`src/rtl/i2c_sensor_reg16_slave_if.sv`:
```
// Register-configuration bus bundle for the sensor-side I2C/SCCB slave.
// Raw pins, open-drain SDA pull, write strobe and register-read port.
`timescale 1ns/1ps
interface i2c_sensor_reg16_slave_if;
    logic        scl_i;
    logic        sda_i;
    logic        sda_oe;
    logic        wr_valid;
    logic [15:0] wr_addr;
    logic [7:0]  wr_data;
    logic [15:0] rd_addr;
    logic [7:0]  rd_data;
    logic        busy;

    modport slave (
        input  scl_i, sda_i, rd_data,
        output sda_oe, wr_valid, wr_addr, wr_data, rd_addr, busy
    );

    modport master (
        output scl_i, sda_i, rd_data,
        input  sda_oe, wr_valid, wr_addr, wr_data, rd_addr, busy
    );
endinterface

```
`src/rtl/i2c_sensor_reg16_slave.sv`:
```
// Oversampled I2C/SCCB slave: 7-bit device address, 16-bit register
// pointer, 8-bit data, auto-incrementing write and read bursts.
`timescale 1ns/1ps
module i2c_sensor_reg16_slave (
    input  logic clk,
    input  logic rst_n,
    i2c_sensor_reg16_slave_if.slave bus
);
    localparam logic [6:0] DEV_ADDR = 7'h30;

    typedef enum logic [3:0] {
        IDLE, DEV, DEV_ACK, RA_HI, ACK_HI, RA_LO,
        ACK_LO, WDATA, WACK, RDATA, MACK, WAIT_STOP
    } state_t;

    logic scl_s1, scl_s2, scl_h;
    logic sda_s1, sda_s2, sda_h;

    // Synchronizers are left unreset so a reset never fabricates a START.
    always_ff @(posedge clk) begin
        scl_s1 <= bus.scl_i;
        scl_s2 <= scl_s1;
        scl_h  <= scl_s2;
        sda_s1 <= bus.sda_i;
        sda_s2 <= sda_s1;
        sda_h  <= sda_s2;
    end

    logic scl_rise, scl_fall, start_c, stop_c;

    assign scl_rise = scl_s2 & ~scl_h;
    assign scl_fall = ~scl_s2 & scl_h;
    assign start_c  = scl_s2 & scl_h & sda_h & ~sda_s2;
    assign stop_c   = scl_s2 & scl_h & ~sda_h & sda_s2;

    state_t      state_q, state_d;
    logic [2:0]  cnt_q, cnt_d;
    logic [6:0]  sh_q, sh_d;
    logic [6:0]  tx_q, tx_d;
    logic [7:0]  hi_q, hi_d;
    logic [15:0] ptr_q, ptr_d;
    logic        rw_q, rw_d;
    logic        ph_q, ph_d;
    logic        oe_q, oe_d;
    logic        wv_q, wv_d;
    logic [15:0] wa_q, wa_d;
    logic [7:0]  wd_q, wd_d;
    logic        busy_q, busy_d;

    logic [7:0] byte_in;
    logic       last;

    assign byte_in = {sh_q, sda_s2};
    assign last    = (cnt_q == 3'd7);

    always_ff @(posedge clk) begin
        if (!rst_n) begin
            state_q <= IDLE;
            cnt_q   <= 3'd0;
            sh_q    <= 7'd0;
            tx_q    <= 7'd0;
            hi_q    <= 8'd0;
            ptr_q   <= 16'd0;
            rw_q    <= 1'b0;
            ph_q    <= 1'b0;
            oe_q    <= 1'b0;
            wv_q    <= 1'b0;
            wa_q    <= 16'd0;
            wd_q    <= 8'd0;
            busy_q  <= 1'b0;
        end else begin
            state_q <= state_d;
            cnt_q   <= cnt_d;
            sh_q    <= sh_d;
            tx_q    <= tx_d;
            hi_q    <= hi_d;
            ptr_q   <= ptr_d;
            rw_q    <= rw_d;
            ph_q    <= ph_d;
            oe_q    <= oe_d;
            wv_q    <= wv_d;
            wa_q    <= wa_d;
            wd_q    <= wd_d;
            busy_q  <= busy_d;
        end
    end

    always_comb begin
        state_d = state_q;
        cnt_d   = cnt_q;
        sh_d    = sh_q;
        tx_d    = tx_q;
        hi_d    = hi_q;
        ptr_d   = ptr_q;
        rw_d    = rw_q;
        ph_d    = ph_q;
        oe_d    = oe_q;
        wv_d    = 1'b0;
        wa_d    = wa_q;
        wd_d    = wd_q;
        busy_d  = busy_q;

        if (start_c) begin
            state_d = DEV;
            cnt_d   = 3'd0;
            ph_d    = 1'b0;
            oe_d    = 1'b0;
        end else if (stop_c) begin
            state_d = IDLE;
            cnt_d   = 3'd0;
            ph_d    = 1'b0;
            oe_d    = 1'b0;
            busy_d  = 1'b0;
        end else begin
            case (state_q)
                IDLE, WAIT_STOP: oe_d = 1'b0;
                DEV: if (scl_rise) begin
                    sh_d  = byte_in[6:0];
                    cnt_d = cnt_q + 3'd1;
                    if (last) begin
                        ph_d = 1'b0;
                        if (byte_in[7:1] == DEV_ADDR) begin
                            state_d = DEV_ACK;
                            busy_d  = 1'b1;
                            rw_d    = byte_in[0];
                        end else begin
                            state_d = WAIT_STOP;
                            busy_d  = 1'b0;
                        end
                    end
                end
                RA_HI: if (scl_rise) begin
                    sh_d  = byte_in[6:0];
                    cnt_d = cnt_q + 3'd1;
                    if (last) begin
                        hi_d    = byte_in;
                        ph_d    = 1'b0;
                        state_d = ACK_HI;
                    end
                end
                RA_LO: if (scl_rise) begin
                    sh_d  = byte_in[6:0];
                    cnt_d = cnt_q + 3'd1;
                    if (last) begin
                        ptr_d   = {hi_q, byte_in};
                        ph_d    = 1'b0;
                        state_d = ACK_LO;
                    end
                end
                WDATA: if (scl_rise) begin
                    sh_d  = byte_in[6:0];
                    cnt_d = cnt_q + 3'd1;
                    if (last) begin
                        wv_d    = 1'b1;
                        wa_d    = ptr_q;
                        wd_d    = byte_in;
                        ptr_d   = ptr_q + 16'd1;
                        ph_d    = 1'b0;
                        state_d = WACK;
                    end
                end
                // First fall pulls SDA for the ACK slot, second fall ends it.
                DEV_ACK, ACK_HI, ACK_LO, WACK: if (scl_fall) begin
                    if (!ph_q) begin
                        oe_d = 1'b1;
                        ph_d = 1'b1;
                    end else begin
                        ph_d  = 1'b0;
                        oe_d  = 1'b0;
                        cnt_d = 3'd0;
                        if (state_q == DEV_ACK && rw_q) begin
                            tx_d    = bus.rd_data[6:0];
                            oe_d    = ~bus.rd_data[7];
                            state_d = RDATA;
                        end else if (state_q == DEV_ACK) begin
                            state_d = RA_HI;
                        end else if (state_q == ACK_HI) begin
                            state_d = RA_LO;
                        end else begin
                            state_d = WDATA;
                        end
                    end
                end
                RDATA: if (scl_fall) begin
                    tx_d  = {tx_q[5:0], 1'b0};
                    cnt_d = cnt_q + 3'd1;
                    if (last) begin
                        oe_d    = 1'b0;
                        ph_d    = 1'b0;
                        state_d = MACK;
                    end else begin
                        oe_d = ~tx_q[6];
                    end
                end
                MACK: if (scl_rise) begin
                    if (sda_s2) begin
                        state_d = WAIT_STOP;
                    end else begin
                        ptr_d = ptr_q + 16'd1;
                        ph_d  = 1'b1;
                    end
                end else if (scl_fall && ph_q) begin
                    ph_d    = 1'b0;
                    cnt_d   = 3'd0;
                    tx_d    = bus.rd_data[6:0];
                    oe_d    = ~bus.rd_data[7];
                    state_d = RDATA;
                end
                default: state_d = IDLE;
            endcase
        end
    end

    assign bus.sda_oe   = oe_q;
    assign bus.wr_valid = wv_q;
    assign bus.wr_addr  = wa_q;
    assign bus.wr_data  = wd_q;
    assign bus.rd_addr  = ptr_q;
    assign bus.busy     = busy_q;
endmodule
```
`src/flat_wrapper.sv`:
```
// flat-port wrapper written by rule: the top's interface ports become plain ports
module i2c_sensor_reg16_slave_flat 
  (clk, rst_n, bus_scl_i, bus_sda_i, bus_rd_data, bus_sda_oe, bus_wr_valid, bus_wr_addr, bus_wr_data, bus_rd_addr, bus_busy);
  i2c_sensor_reg16_slave_if bus_i ();
  input  logic clk;
  input  logic rst_n;
  input wire logic [$bits(bus_i.scl_i)-1:0] bus_scl_i;
  input wire logic [$bits(bus_i.sda_i)-1:0] bus_sda_i;
  input wire logic [$bits(bus_i.rd_data)-1:0] bus_rd_data;
  output wire logic [$bits(bus_i.sda_oe)-1:0] bus_sda_oe;
  output wire logic [$bits(bus_i.wr_valid)-1:0] bus_wr_valid;
  output wire logic [$bits(bus_i.wr_addr)-1:0] bus_wr_addr;
  output wire logic [$bits(bus_i.wr_data)-1:0] bus_wr_data;
  output wire logic [$bits(bus_i.rd_addr)-1:0] bus_rd_addr;
  output wire logic [$bits(bus_i.busy)-1:0] bus_busy;
  assign bus_i.scl_i = bus_scl_i;
  assign bus_i.sda_i = bus_sda_i;
  assign bus_i.rd_data = bus_rd_data;
  assign bus_sda_oe = bus_i.sda_oe;
  assign bus_wr_valid = bus_i.wr_valid;
  assign bus_wr_addr = bus_i.wr_addr;
  assign bus_wr_data = bus_i.wr_data;
  assign bus_rd_addr = bus_i.rd_addr;
  assign bus_busy = bus_i.busy;
  i2c_sensor_reg16_slave u_core (.clk(clk), .rst_n(rst_n), .bus(bus_i));
endmodule
```
`config.mk`:
```
export PLATFORM = sky130hd
export DESIGN_NAME = i2c_sensor_reg16_slave_flat
export DESIGN_NICKNAME = d
export VERILOG_FILES = /design/src/rtl/i2c_sensor_reg16_slave_if.sv /design/src/rtl/i2c_sensor_reg16_slave.sv /design/src/flat_wrapper.sv
export SDC_FILE = /design/constraint.sdc
export NUM_CORES = 1
export LEC_CHECK = 0
export CORE_UTILIZATION = 50
export DETAILED_ROUTE_END_ITERATION = 12
export PLACE_DENSITY = 0.74
export SLEW_MARGIN = 10
export SYNTH_ARGS = -nofsm -noshare
export SYNTH_HDL_FRONTEND = slang
export SYNTH_SLANG_ARGS = --single-unit
```
`constraint.sdc`:
```
create_clock -name clk -period 6 [get_ports clk]
set_input_delay 1.2 -clock clk [delete_from_list [all_inputs] [get_ports clk]]
set_output_delay 1.2 -clock clk [all_outputs]
set_load 0.02 [all_outputs]
```
## Word-level counts from Yosys, hierarchy flattened

Index checks and enable logic that the tools add are counted.

- Logic and storage cells: 183
- Flip-flop bits (word level): 80
- Output and inout port bits: 43

- Reductions and logical operators: 27
- Bitwise gates (word level): 19
- Equality and inequality tests: 49
- Muxes and demuxes: 66
- $add $sub $neg: 2

Operator list:

| operator | number |
|---|---|
| $mux W16 | 6 |
| $mux W4 | 18 |
| $ne A4 B1 Y1 const B | 12 |
| $pmux W16 S3 | 1 |
| $mux W7 | 6 |
| $ne A2 B1 Y1 const B | 16 |
| $pmux W4 S8 | 1 |
| $reduce_and A15 Y1 | 2 |
| $mux W1 | 23 |
| $pmux W7 S3 | 1 |
| $mux W3 | 6 |
| $reduce_and A9 Y1 | 2 |
| $add A16 B1 Y16 const B | 1 |
| $eq A4 B3 Y1 const B | 4 |
| $eq A4 B4 Y1 const B | 4 |
| $reduce_and A5 Y1 | 3 |
| $not A1 Y1 | 12 |
| $pmux W3 S4 | 1 |
| $reduce_and A6 Y1 | 2 |
| $eq A4 B2 Y1 const B | 2 |
| $pmux W1 S4 | 2 |
| $reduce_and A4 Y1 | 2 |
| $reduce_bool A4 Y1 | 2 |
| $reduce_or A4 Y1 | 2 |
| 20 further kinds | 32 |

## Longest topological paths before layout

- Word-level depth: 9
- Gate-level depth with buffers: 9
- Depth with buffers taken out: 7

## Worst setup path after synthesis

No wires, ideal clock.

- Path kind: input to register
- Start: input rst_n
- End: register u_core.oe_q (netlist: u_core.bus.sda_oe)
- Slack: 3.812 ns
- Stages: 5
- Arrival time: 2.101 ns
- Cell sequence: clkbuf_1 inv_2 nor2_1 o311ai_0 o31ai_1

- Cells in the longest elaborated chain, start to end: 2

Ends and longest elaborated chain:

| element | line | source |
|---|---|---|
| start, declared | flat_wrapper.sv:6 | `input logic rst_n;` |
| $not A1 Y1 (no line) | - |  |
| $reduce_or A3 Y1 (no line) | - |  |
| end signal, assigned | i2c_sensor_reg16_slave.sv:66 | `oe_q <= 1'b0;` |
| end signal, assigned | i2c_sensor_reg16_slave.sv:80 | `oe_q <= oe_d;` |
| end, declared | i2c_sensor_reg16_slave.sv:44 | `logic oe_q, oe_d;` |

Every way passes these cells.
A chain may end at the register's enable or synchronous reset.

## Worst setup path in the final report

Ends and elaborated chain as after synthesis.

==> results.toml <==
[sta]
hold_violations = 0
tightest_slew_ns = 0.950
rsz0062_at_grt = "false"
holdWs_ns = 0.335
slew_violations = 0
skew_ns = 0.0133
finalSetupViolations = 0
fin_setup_tns_ns = 0
min_period_over_period = 0.585
period_minus_slack_ns = 3.51
fin_ws_ns = 2.49
fmax_mhz = 285
slew_headroom = 0.365

[clock_tree]
cts.sink_count = 80
numCtsBuffers = 9
postCtsSetupBuffers = 0
cts_hold_buffers = 0
h-tree-depth = 3
cts_tree = "yes"
cts_max_path_buffers = 2
root_buffer = "clkbuf_8"
cts.repair.resized = 0
clock_latency_ns = 0.35
path_clk_slew_ns = 0.08

[floorplan]
dieArea_um2 = 8280
ios = 55
die_w_um = 91.0
row_count = 32
initial_utilization = 0.515
fp.dieH_um = 91.0
core_area_um2 = 7690

[setup_path]
path_class = "in2reg"
critPathSlowestCell = "clkdlybuf4s50_1"
cp.buffers_inverters = 2
cp.arrival_ns = 3.77
crit_required_ns = 6.26
critPathMaxStageDelay_ns = 0.98
critPathMaxFanout = 53
startpoint_type = "input pin"
cp_top_family = "buffers and inverters"
cp-end-kind = "register"
crit_chain = "clkdlybuf4s50_1 -> inv_2 -> nor2_1 -> o311ai_0 -> o31ai_1"

[synthesis]
synth.largest_area_cell = "dfxtp_1"
ys_seq_area_frac = 0.404
synth_adder_area_share = 0.00948
syn_avg_cell_area_um2 = 8.03
synth_seq_cells = 80
synth_area_um2 = 3960
synth_top_area_share = 0.404
async_reset_ff_frac = 0
synth_ff_type = "dfxtp_1"
ys_warn_count = 0
syn_inst = 493
synthTopCellsByArea = "dfxtp_1, nand2_1, a21oi_1"
synth_cell_types = 64
synth_xor_area_frac = 0.00221
synthSimpleGateAreaFrac = 0.248
synth_nets = 508
synth_top_family_by_area = "simple AND/OR/NAND/NOR gates"
synth_edf_count = 0
synthMuxAreaShare = 0.0714
synth_compound_area_frac = 0.219

[finish]
final_cells = 633
synthToLayoutAreaGrowth_pct = 18.9
n_antenna_cell = 0
layout_commonest_cell = "nand2_1"
final_layout_size_suffix_gt1_frac = 0.0716
layout_common_cells = "nand2_1, dfxtp_1, a21oi_1, clkdlybuf4s50_1, nor2_1"
final_nets = 541
post-route-cell-area_um2 = 4710

[grt]
globalRouteOverflowTotal = 0
antenna_found_initial = 0
grt_pass1_wl_um = 16100
grt_usage = 0.239
grt_max_degree = 54
grt_pass1_vias = 3425

[route]
drc = 0
post_drt_wl_per_cell_um = 15.0
vias_per_cell = 5.90
drt-initial-drc-count = 297
dr.pass1.iters = 5
vias = 3734
final_antenna_net_count = 0
drt-total-wl_um = 9510

[status]
status = "finished, final reports clean"

[placed_design]
portBuffers = 54
gp_congestion = 0.939
dp.cells = 617
dp_hpwl_um = 6520
placed_area_um2 = 4500
dp_slack_ns = 2.09

[pwr]
leakagePower_nw = 1.58
vdd_drop_max_mv = 0.120
p_per_area_nw_per_um2 = 206

[hold_path]
hold_class = "reg2reg"

[job]
maxCapViolations = 0
[area by class of cell]
class / count / area (um^2)
fillers: 706 / 2980
multi-input cells: 372 / 2190
flip-flops and latches: 80 / 1600
clock inverters: 6 / 67.6
repair buffers: 57 / 563
inverters: 6 / 22.5
clock buffers: 10 / 138
well taps: 102 / 128
[worst paths after layout]
kind                     startpoint                endpoint  slack [ns]  depth (start not counted)
hold / removal        u_core.scl_s1           u_core.scl_s2        0.33                          0
setup / recovery              rst_n       u_core.bus.sda_oe        2.49                          5
hold reg to reg       u_core.scl_s1           u_core.scl_s2        0.33                          0
setup reg to reg  u_core.state_q[3]  u_core.bus.rd_addr[15]        3.29                          5
[power by group]
part           internal (mW)  switching (mW)  leakage (nW)
clock                  0.205           0.198        0.0989
combinational         0.0120          0.0165         0.834
sequential             0.533         0.00366         0.646
[per-stage QoR]
| stage | utilization | power [mW] |
|---|---|---|
| after floorplan | - | 0.566 |
| after CTS | 0.613 | 0.975 |
| after global placement | 0.586 | 0.576 |
| final | 0.613 | 0.968 |
| after detailed placement | 0.586 | 0.577 |
| after global routing | 0.613 | 1.00 |
[flip-flops by register name (all words and copies together) (netlist names)]
signal               count
u_core.sda_s2            1
u_core.ph_q              1
u_core.bus.wr_valid      1
u_core.tx_q              7
u_core.sda_s1            1
u_core.bus.rd_addr      16
u_core.sda_h             1
u_core.scl_h             1
u_core.sh_q              7
u_core.rw_q              1
u_core.cnt_q             3
u_core.scl_s1            1
u_core.bus.wr_addr      16
u_core.hi_q              8
u_core.scl_s2            1
u_core.bus.wr_data       8
u_core.bus.sda_oe        1
u_core.bus.busy          1
u_core.state_q           4
[kinds of logic (layout without fill, tap and decap cells)]
| logic type | after synthesis | in the layout |
|---|---|---|
| flops | 80 | 80 |
| xor+xnor | 1 | 1 |
| buf+inv | 41 | 79 |
| fa+ha+maj | 3 | 3 |
| simple gates | 204 | 204 |
| compound gates | 137 | 137 |
| mux | 27 | 27 |
[synth_stat cells (all sizes together) (4+ instances only)]
cell / count
dfxtp: 80
a21o: 4
o211ai: 4
and2: 9
a31oi: 4
nand3: 13
nor3b: 4
inv: 6
o22ai: 4
nand2: 90
nor2: 39
mux2: 7
a21oi: 55
nor4: 5
o21ai: 32
mux2i: 20
o21a: 4
buf: 17
and3: 5
nand2b: 6
clkbuf: 18
nor3: 12
[layer usage]
metal  up-vias  global-route usage  routed length, um
met4         0              0.0741                116
met2       132               0.387               4310
li1       1817                   -                  -
met5         -                   0                  0
met3        13              0.0335                558
met1      1772               0.330               4530
(Power assumes the default switching activity.)
